File: config.mk
export PLATFORM = sky130hd
export DESIGN_NAME = sram_data_responder
export DESIGN_NICKNAME = d
export VERILOG_FILES = /design/src/rtl/sram_data_responder_pkg.sv /design/src/rtl/sram_data_responder.sv
export SDC_FILE = /design/constraint.sdc
export NUM_CORES = 1
export LEC_CHECK = 0
export BUFFER_PORTS_ARGS = -buffer_cell sky130_fd_sc_hd__buf_2
export CORE_MARGIN = 2
export CORE_UTILIZATION = 51
export CTS_CLUSTER_SIZE = 20
export DETAILED_ROUTE_END_ITERATION = 6
export PLACE_DENSITY = 0.79
export REMOVE_ABC_BUFFERS = 1
export SETUP_SLACK_MARGIN = 0.2
export SLEW_MARGIN = 20
export SYNTH_ARGS = -nofsm -noshare
export SYNTH_HDL_FRONTEND = slang
export SYNTH_SLANG_ARGS = --single-unit
File: constraint.sdc
create_clock -name clk -period 4.7 [get_ports clk]
set_input_delay 0.235 -clock clk [delete_from_list [all_inputs] [get_ports clk]]
set_output_delay 0.235 -clock clk [all_outputs]
set_load 0.03 [all_outputs]
File: src/rtl/sram_data_responder_pkg.sv
// Shared definitions for the MEM-stage SRAM responder: FSM encoding,
// default address base and MEM_CMD bit positions.
package sram_data_responder_pkg;

    typedef enum logic [1:0] {
        ST_IDLE = 2'd0,
        ST_LO   = 2'd1,
        ST_HI   = 2'd2,
        ST_DONE = 2'd3
    } state_t;

    localparam int ADDR_BASE_DEFAULT = 1024;

    // MEM_CMD field layout used by the top level to derive rd_en/wr_en
    localparam int MEM_CMD_WR_BIT = 0;
    localparam int MEM_CMD_RD_BIT = 1;

    function automatic logic cmd_is_write(input logic [1:0] cmd);
        return cmd[MEM_CMD_WR_BIT];
    endfunction

    function automatic logic cmd_is_read(input logic [1:0] cmd);
        return cmd[MEM_CMD_RD_BIT];
    endfunction

endpackage

File: src/rtl/sram_data_responder.sv
// Splits each 32-bit MEM-stage access into two 16-bit SRAM accesses
// (low half, then high half) and holds ready low until it completes.
//
// state | meaning
// IDLE  | waiting; a request is latched and the pipeline frozen
// LO    | low half-word phase, P cycles
// HI    | high half-word phase, P cycles
// DONE  | result valid, ready high for one cycle
module sram_data_responder
    import sram_data_responder_pkg::*;
#(
    parameter int WAIT_CYCLES = 1,
    parameter int ADDR_BASE   = ADDR_BASE_DEFAULT,
    parameter int SRAM_AW     = 18
) (
    input  logic               clk,
    input  logic               rst,
    input  logic               rd_en,
    input  logic               wr_en,
    input  logic [31:0]        address,
    input  logic [31:0]        write_data,
    output logic [31:0]        read_data,
    output logic               ready,
    output logic [SRAM_AW-1:0] sram_addr,
    output logic [15:0]        sram_dq_out,
    input  logic [15:0]        sram_dq_in,
    output logic               sram_dq_oe,
    output logic               sram_we_n,
    output logic               sram_oe_n,
    output logic               sram_ce_n,
    output logic               sram_ub_n,
    output logic               sram_lb_n
);

    localparam int P  = WAIT_CYCLES + 1;
    localparam int CW = $clog2(P);
    localparam logic [CW-1:0] LAST = CW'(P - 1);

    state_t state, state_nxt;
    logic [CW-1:0] cnt, cnt_nxt;
    logic          op_wr, op_nxt;
    logic [31:0]   addr_q, addr_nxt;
    logic [31:0]   wdata_q, wdata_nxt;
    logic [31:0]   rdata_nxt;
    logic [SRAM_AW-2:0] word;
    logic          in_phase, half;
    logic [SRAM_AW-1:0] sram_addr_nxt;
    logic [15:0]   dq_out_nxt;
    logic          dq_oe_nxt, we_n_nxt, oe_n_nxt;

    assign sram_ce_n = 1'b0;
    assign sram_ub_n = 1'b0;
    assign sram_lb_n = 1'b0;

    always_comb begin
        state_nxt = state;
        cnt_nxt   = cnt;
        op_nxt    = op_wr;
        addr_nxt  = addr_q;
        wdata_nxt = wdata_q;
        rdata_nxt = read_data;
        case (state)
            ST_IDLE: begin
                cnt_nxt = '0;
                if (rd_en | wr_en) begin
                    state_nxt = ST_LO;
                    op_nxt    = wr_en;
                    addr_nxt  = address;
                    wdata_nxt = write_data;
                end
            end
            ST_LO, ST_HI: begin
                if (cnt == LAST) begin
                    cnt_nxt = '0;
                    if (state == ST_LO) begin
                        state_nxt = ST_HI;
                        if (!op_wr) rdata_nxt[15:0] = sram_dq_in;
                    end else begin
                        state_nxt = ST_DONE;
                        if (!op_wr) rdata_nxt[31:16] = sram_dq_in;
                    end
                end else begin
                    cnt_nxt = cnt + 1'b1;
                end
            end
            ST_DONE: begin
                cnt_nxt   = '0;
                state_nxt = ST_IDLE;
            end
            default: begin
                cnt_nxt   = '0;
                state_nxt = ST_IDLE;
            end
        endcase
    end

    // SRAM pins are registered, so they are decoded from the next state
    always_comb begin
        word          = (SRAM_AW-1)'((addr_nxt - 32'(ADDR_BASE)) >> 2);
        in_phase      = (state_nxt == ST_LO) || (state_nxt == ST_HI);
        half          = (state_nxt == ST_HI);
        sram_addr_nxt = sram_addr;
        dq_out_nxt    = sram_dq_out;
        if (in_phase) begin
            sram_addr_nxt = {word, half};
            dq_out_nxt    = half ? wdata_nxt[31:16] : wdata_nxt[15:0];
        end
        dq_oe_nxt = in_phase & op_nxt;
        we_n_nxt  = !(in_phase & op_nxt & (cnt_nxt != LAST));
        oe_n_nxt  = !(in_phase & !op_nxt);
    end

    always_comb begin
        ready = 1'b0;
        case (state)
            ST_IDLE: ready = !(rd_en | wr_en);
            ST_DONE: ready = 1'b1;
            default: ready = 1'b0;
        endcase
    end

    always_ff @(posedge clk or posedge rst) begin
        if (rst) begin
            state       <= ST_IDLE;
            cnt         <= '0;
            op_wr       <= 1'b0;
            addr_q      <= '0;
            wdata_q     <= '0;
            read_data   <= '0;
            sram_addr   <= '0;
            sram_dq_out <= '0;
            sram_dq_oe  <= 1'b0;
            sram_we_n   <= 1'b1;
            sram_oe_n   <= 1'b1;
        end else begin
            state       <= state_nxt;
            cnt         <= cnt_nxt;
            op_wr       <= op_nxt;
            addr_q      <= addr_nxt;
            wdata_q     <= wdata_nxt;
            read_data   <= rdata_nxt;
            sram_addr   <= sram_addr_nxt;
            sram_dq_out <= dq_out_nxt;
            sram_dq_oe  <= dq_oe_nxt;
            sram_we_n   <= we_n_nxt;
            sram_oe_n   <= oe_n_nxt;
        end
    end

endmodule
==> impl_metrics.csv, run 1 <==
group,metric,value,unit
critical_path,cpPeakStageDelay,460,ps
detailed_routing,ant_nets,0,
global_route,grt_max_degree,74,
pwr,power,5.97,mW
run,maxCapViolCount,0,
critical_path,crit_fanout,30,
timing,relSlewSlack,29.2,%
pwr,leakage,3.35,nW
hold_path,holdPathStages,2,
critical_path,r2r-start,"state[0]$_DFF_PP0_",
pwr,power.density,843,mW/mm²
timing,finalSetupViolCount,0,
placed_design,dp_hpwl,6.83,mm
synth,synth_edf_count,0,
timing,fin_crit_sh,59.8,%
timing,post-route-min-period,2810,ps
floorplanning,die_w,104,µm
critical_path,rr_worst_depth,8,
global_route,gr-total-overflow,0,
synth,synth_flop_cell,"dfrtp_1",
synth,yosys_warnings,0,
synth,synth_cells,339,
placed_design,portBuffers,138,
critical_path,critical_path_required,5090,ps
detailed_routing,via_per_inst,4.95,
detailed_routing,vias,3414,
detailed_routing,wirelength,11.2,mm
critical_path,crit_top_cell,"mux2_2",
synth,syn_area_per_cell,15.1,µm²
placed_design,post-place-ws,1910,ps
synth,synth_seq_cells,122,
finish,diodes,0,
floorplanning,ioPinCount,157,
timing,timing.fmax,0.356,GHz
synth,ys_seq_area_share,59.8,%
global_route,antenna_found_initial,0,
pwr,vdd_drop_max,0.552,mV
global_route,grt_pass1_wl,18.5,mm
floorplanning,core_area,0.00977,mm²
detailed_routing,remaining_drc_errors,0,
synth,syn_area,0.00511,mm²
timing,fin_skew,7.29,ps
floorplanning,initial_core_util,52.3,%
status,status,"finished clean",
timing,setup_slack,1890,ps
hold_path,hold_path_end,"addr_q[17]$_DFF_PP0_",
critical_path,critPathCaptureType,"flop",
global_route,gr-usage-all-layers,22.0,%
floorplanning,std_cell_rows,36,
timing,setup_tns,0,ps
critical_path,startpoint_type,"flop",
critical_path,cp_data_arrival_time,3200,ps
global_route,grt_pass1_vias,3818,
detailed_routing,wl_per_cell,16.2,µm
synth,async_reset_ff_share,100,%
finish,drive_gt1_share,53.0,%
clock_network,h-tree-depth,4,
detailed_routing,drt_iter0_drc,102,
placed_design,place.gp.congestion,0.792,
critical_path,r2r_setup_slack,1890,ps
clock_network,clkLatencyLatePin,510,ps
clock_network,cts.sinks,122,
detailed_routing,dr.pass1.iters,4,
timing,drv_slew,0,
floorplanning,die_y,104,µm
synth,synth.distinct_cells,32,
critical_path,critPathKind,"reg2reg",
clock_network,ctsResizeCount,0,
timing,worst_slew_pin_slew,1060,ps
timing,hold_viol_final,0,
finish,finalNetCount,636,
clock_network,tritoncts,"yes",
clock_network,cts_buffers,17,
finish,area_delta_synth_final,38.6,%
clock_network,clk_path_buf_depth,2,
floorplanning,die_area,0.0108,mm²
critical_path,worstPathCellList,"inv_1, ha_1, o21ai_4, buf_4, buf_4, mux2_2, mux2_2, mux2_2",
critical_path,r2r-end,"sram_dq_out[3]$_DFFE_PP0P_",
hold_path,hp-class,"in2reg",
clock_network,root_buffer,"clkbuf_8",
hold_path,hold_start,"address[17]",
timing,rsz0062_at_grt,"no",
clock_network,path_clk_slew,50,ps
critical_path,cp_slowest_cell,"buf_4",
-- what timing repair did --
item                                   in CTS  in global routing
setup buffers                               0                  0
hold buffers                               61                  0
endpoints found under the hold margin     146                  0
setup endpoints to repair                   0                  0
-- kinds of logic (layout without fill, tap and decap cells) --
family / Yosys count / in the layout / synth area share, %
adders and majority gates: 7 / 7 / 1.71
muxes: 127 / 127 / 29.2
buffers and inverters: 29 / 245 / 3.03
xor gates and xnor gates: 7 / 7 / 1.20
DFF: 122 / 122 / 59.8
other: 1 / 3 / 0.0733
and+or+nand+nor: 30 / 30 / 3.06
AOI/OAI and AO/OA: 16 / 16 / 1.93
-- per-stage QoR --
step                utilization, %  instance area (µm²)  hold WS [ps]  std cells
CTS                           72.5                 7090          4.80        690
floorplan                        -                 5010           378        324
global route                  72.5                 7090          7.14        690
detailed placement            60.4                 5900           475        598
global placement              60.4                 5900           458        598
finish                        72.5                 7090          30.0        690
-- worst max-delay path by stage --
stage	from	end	slack (ps)	depth (start not counted)
6_report	state[0]$_DFF_PP0_	sram_dq_out[3]$_DFFE_PP0P_	1890	8
5_1_grt	state[0]$_DFF_PP0_	sram_addr[17]$_DFFE_PP0P_	1720	11
4_1_cts	state[0]$_DFF_PP0_	sram_dq_out[11]$_DFFE_PP0P_	1910	8
3_5_place_dp	state[0]$_DFF_PP0_	sram_dq_out[11]$_DFFE_PP0P_	1910	8
3_3_place_gp	state[0]$_DFF_PP0_	sram_dq_out[12]$_DFFE_PP0P_	1980	8
2_1_floorplan	rst	addr_q[10]$_DFF_PP0_	1230	1
-- layout make-up --
| class | count | area, µm² |
|---|---|---|
| Clock buffer | 24 | 480 |
| Clock inverter | 7 | 90.1 |
| Fill cell | 662 | 2690 |
| Inverter | 12 | 47.5 |
| Multi-Input combinational cell | 190 | 1920 |
| Sequential cell | 122 | 3060 |
| Tap cell | 133 | 166 |
| Timing Repair Buffer | 202 | 1320 |
-- synthesized netlist by cell type (2+ instances only) --
cell type	count	share of area, %
mux2i_1	8	1.6
nand3_1	2	0.20
nor3_1	5	0.49
nand3b_1	2	0.29
inv_1	12	0.88
dfrtp_1	120	59
buf_6	4	0.88
buf_4	4	0.59
a21oi_1	3	0.29
o21ai_1	2	0.20
mux2_4	20	5.9
o21ai_0	6	0.59
mux2_2	99	22
clkbuf_1	7	0.51
xnor2_1	6	1.0
dfstp_2	2	1.0
ha_1	7	1.7
nand2_1	8	0.59
nor2_1	9	0.66
-- flip-flops by register name, summed over array words and instances (netlist names) --
name,count
addr_q,17
cnt,1
op_wr,1
read_data,32
sram_addr,18
sram_dq_oe,1
sram_dq_out,16
sram_oe_n,1
sram_we_n,1
state,2
wdata_q,32
-- layer usage --
layer  vias to the layer above  track usage (%)  wire [µm]
met5                         -                0          0
met4                         0             8.88        129
met3                        10             6.02        394
met2                        75             39.1       6090
met1                      1735             25.0       4560
li1                       1594                -          -
-- power by group --
group / switching (mW) / internal, mW
combinational: 1.59 / 1.29
sequential: 0.243 / 1.62
clock: 0.427 / 0.804
total: 2.25 / 3.72
-- worst max-delay path: cells and delay by family, from the launching register on --
family,cells,cell delay (ps)
buf+inv,3,960
mux,3,930
flops,1,420
compound gates,1,70
fa+ha+maj,1,270
-- cell usage in the layout (no fill, tap or decap), types with 5 or more instances in the layout --
master and n:
nand2_1 8, inv_1 11, clkbuf_16 16, mux2_2 99, o21ai_0 6, mux2_4 20
xnor2_1 6, buf_2 138, mux2i_1 8, dfrtp_1 120, clkbuf_8 5, ha_1 6
nor3_1 5, dlygate4sd3_1 61, nor2_1 9
No activity file was read; power rests on OpenSTA's default activity.
==> run 2: changes to the inputs <==
--- a/config.mk
+++ b/config.mk
@@ -5,12 +5,13 @@
 export SDC_FILE = /design/constraint.sdc
 export NUM_CORES = 1
 export LEC_CHECK = 0
+export ABC_AREA = 1
 export BUFFER_PORTS_ARGS = -buffer_cell sky130_fd_sc_hd__buf_2
 export CORE_MARGIN = 2
 export CORE_UTILIZATION = 51
 export CTS_CLUSTER_SIZE = 20
 export DETAILED_ROUTE_END_ITERATION = 6
-export PLACE_DENSITY = 0.79
+export PLACE_DENSITY = 0.8
 export REMOVE_ABC_BUFFERS = 1
 export SETUP_SLACK_MARGIN = 0.2
 export SLEW_MARGIN = 20
==> constraint.sdc (replaced) <==
create_clock -name clk -period 2.7 [get_ports clk]
set_input_delay 0.135 -clock clk [delete_from_list [all_inputs] [get_ports clk]]
set_output_delay 0.135 -clock clk [all_outputs]
set_load 0.03 [all_outputs]
==> impl_metrics.csv, run 2 <==
group,metric,value,unit
critical_path,cp_data_arrival_time,2820,ps
detailed_routing,wl_per_cell,14.2,µm
timing,post-route-min-period,2390,ps
critical_path,cp.buffers_inverters,3,
detailed_routing,ant_nets,0,
critical_path,cp_slowest_cell,"dfrtp_1",
hold_path,hp-class,"in2reg",
floorplanning,std_cell_rows,36,
synth,synth_cells,579,
synth,syn_area,0.00509,mm²
timing,finalSetupViolCount,0,
critical_path,cpPeakStageDelay,400,ps
finish,fillers,699,
pwr,power.density,1470,mW/mm²
clock_network,tritoncts,"yes",
detailed_routing,dr.pass1.iters,5,
pwr,p_comb_share,48.3,%
timing,drv_slew,0,
critical_path,startpoint_type,"flop",
finish,finalNetCount,875,
pwr,internal-power,5.87,mW
pwr,seqPwrFrac,30.2,%
timing,holdWs,19.4,ps
timing,hold_viol_final,0,
placed_design,place.gp.congestion,0.783,
global_route,grt_max_degree,71,
detailed_routing,drt_iter0_drc,311,
clock_network,clk_path_buf_depth,2,
detailed_routing,remaining_drc_errors,0,
pwr,power.share.clock,21.5,%
floorplanning,initial_core_util,52.3,%
synth,synth.distinct_cells,26,
global_route,grt_pass1_vias,4624,
clock_network,cts_buffers,17,
synth,yosys_warnings,0,
finish,final_common_cell,"nand2_1",
synth,synth_flop_cell,"dfrtp_1",
synth,synth_top_area_share,59.0,%
clock_network,h-tree-depth,4,
timing,fin_crit_sh,88.5,%
placed_design,dp_hpwl,7.83,mm
global_route,gr-total-overflow,0,
synth,synth_seq_cells,122,
synth,netlist.top_cell.by_area,"dfrtp_1",
global_route,antenna_found_initial,0,
synth,syn_area_per_cell,8.79,µm²
timing,fin_skew,7.60,ps
pwr,switching_power,4.70,mW
timing,relSlewSlack,41.2,%
detailed_routing,vias,4579,
clock_network,cts.sinks,122,
finish,diodes,0,
synth,ys_seq_area_share,60.0,%
critical_path,r2r_setup_slack,310,ps
synth,synth_edf_count,0,
synth,synthTopCellsByArea,"dfrtp_1, nand2_1, o21ai_0",
floorplanning,core_area,0.00973,mm²
detailed_routing,wirelength,13.2,mm
run,maxCapViolCount,0,
finish,final_cell_mix,"nand2_1, buf_2, dfrtp_1",
floorplanning,die_area,0.0108,mm²
finish,largestRegisters,"read_data x32, wdata_q x32, sram_addr x18",
global_route,grt_pass1_wl,21.5,mm
critical_path,critical_path_required,3130,ps
critical_path,cp_top_family,"adder cells",
status,status,"finished clean",
timing,rsz0062_at_grt,"no",
critical_path,worstPathCellList,"inv_1, ha_4, o21ai_0, o21ai_0, ha_1, buf_4, nor2_2, inv_1, o221ai_1",
clock_network,root_buffer,"clkbuf_8",
detailed_routing,via_per_inst,4.92,
finish,area_delta_synth_final,41.0,%
clock_network,clkLatencyLatePin,530,ps
synth,post-synth-top-count-cell,"nand2_1",
pwr,power.share.switching,44.5,%
synth,async_reset_ff_share,100,%
critical_path,critPathKind,"reg2reg",
critical_path,crit_fanout,13,
floorplanning,ioPinCount,157,
global_route,gr-usage-all-layers,24.9,%
critical_path,critPathCaptureType,"flop",
placed_design,portBuffers,138,
pwr,leakage,3.83,nW
finish,drive_gt1_share,26.7,%
timing,timing.fmax,0.419,GHz
pwr,vdd_drop_max,0.898,mV
synth,synth_commonest_cells,"nand2_1, dfrtp_1, inv_1",
timing,worst_slew_pin_slew,880,ps
finish,utilization,73.7,%
floorplanning,die_y,104,µm
floorplanning,die_w,104,µm
clock_network,path_clk_slew,50,ps
==> run 2: cell count changes after synthesis, moves of 9 or more <==
| cell | delta |
|---|---|
| inv_1 | +44 |
| mux2_2 | -99 |
| mux2_4 | -20 |
| nand2_1 | +224 |
| nand3_1 | +23 |
| nor2_1 | +9 |
| o21ai_0 | +41 |
==> run 2: final timing paths <==
kind,cells past startpoint,end,startpoint
worst max-delay path,9,sram_dq_out[8]$_DFFE_PP0P_,state[0]$_DFF_PP0_
worst min-delay path,4,wdata_q[16]$_DFF_PP0_,write_data[16]
worst max register to register,9,sram_dq_out[8]$_DFFE_PP0P_,state[0]$_DFF_PP0_
worst min register to register,2,addr_q[3]$_DFF_PP0_,addr_q[3]$_DFF_PP0_
max in group asynchronous,4,read_data[16]$_DFFE_PP0P_,rst
min in group asynchronous,3,read_data[5]$_DFFE_PP0P_,rst
==> run 2: cell families after synthesis <==
| group | count (synthesis) | synth area share (%) |
|---|---|---|
| and+or+nand+nor | 297 | 23.8 |
| DFF | 122 | 60.0 |
| buffers and inverters | 85 | 6.98 |
| AOI/OAI and AO/OA | 67 | 7.40 |
| other | 1 | 0.0737 |
| adders and majority gates | 7 | 1.72 |
==> run 2: stage by stage <==
step	TNS (ps)	cell area, µm²	total power, mW	cells	worst slack, ps
after floorplan	-81060	4960	6.46	554	-674
after global placement	0	5910	7.81	835	334
after detailed placement	0	5910	8.01	835	193
after CTS	0	7130	10.4	928	236
after global routing	0	7170	11.3	930	230
final	0	7170	10.6	930	312
==> run 2: cell type report <==
class / count / area, µm² / area share, %
flip-flops and latches: 122 / 3060 / 42.6
multi-input cells: 374 / 1720 / 24.0
repair buffers: 211 / 1410 / 19.6
clock buffers: 21 / 459 / 6.40
inverters: 58 / 224 / 3.12
well taps: 133 / 166 / 2.32
clock inverters: 11 / 144 / 2.01
==> run 2: repair_timing <==
item | 4_1_cts | 5_1_grt
setup buffers | 1 | 2
hold endpoints to repair | 162 | 0
resized for setup | 2 | 6
endpoints found under the setup margin | 14 | 16
hold buffers | 60 | 0
==> run 2: power by group through the flow <==
stage | Sequential [mW] | Combinational [mW] | Clock (mW)
2_1_floorplan | 4.15 | 2.31 | 0
3_3_place_gp | 3.15 | 4.65 | 0
3_5_place_dp | 3.19 | 4.82 | 0
4_1_cts | 3.18 | 4.96 | 2.30
5_1_grt | 3.28 | 5.60 | 2.39
6_report | 3.19 | 5.10 | 2.28
==> run 2: routing by layer <==
layer	global-route usage, %	wire [µm]	vias up
met5	0	0	-
met4	8.69	233	0
met3	7.71	814	23
met2	42.5	6750	172
met1	30.0	5390	2183
li1	-	-	2201
==> run 2: worst register-to-register path, cell delays in order (launching register included) <==
cell      delay (ps)
dfrtp_1          400
inv_1            140
ha_4             310
o21ai_0           90
o21ai_0          300
ha_1             340
buf_4            210
nor2_2           150
inv_1            130
o221ai_1         230
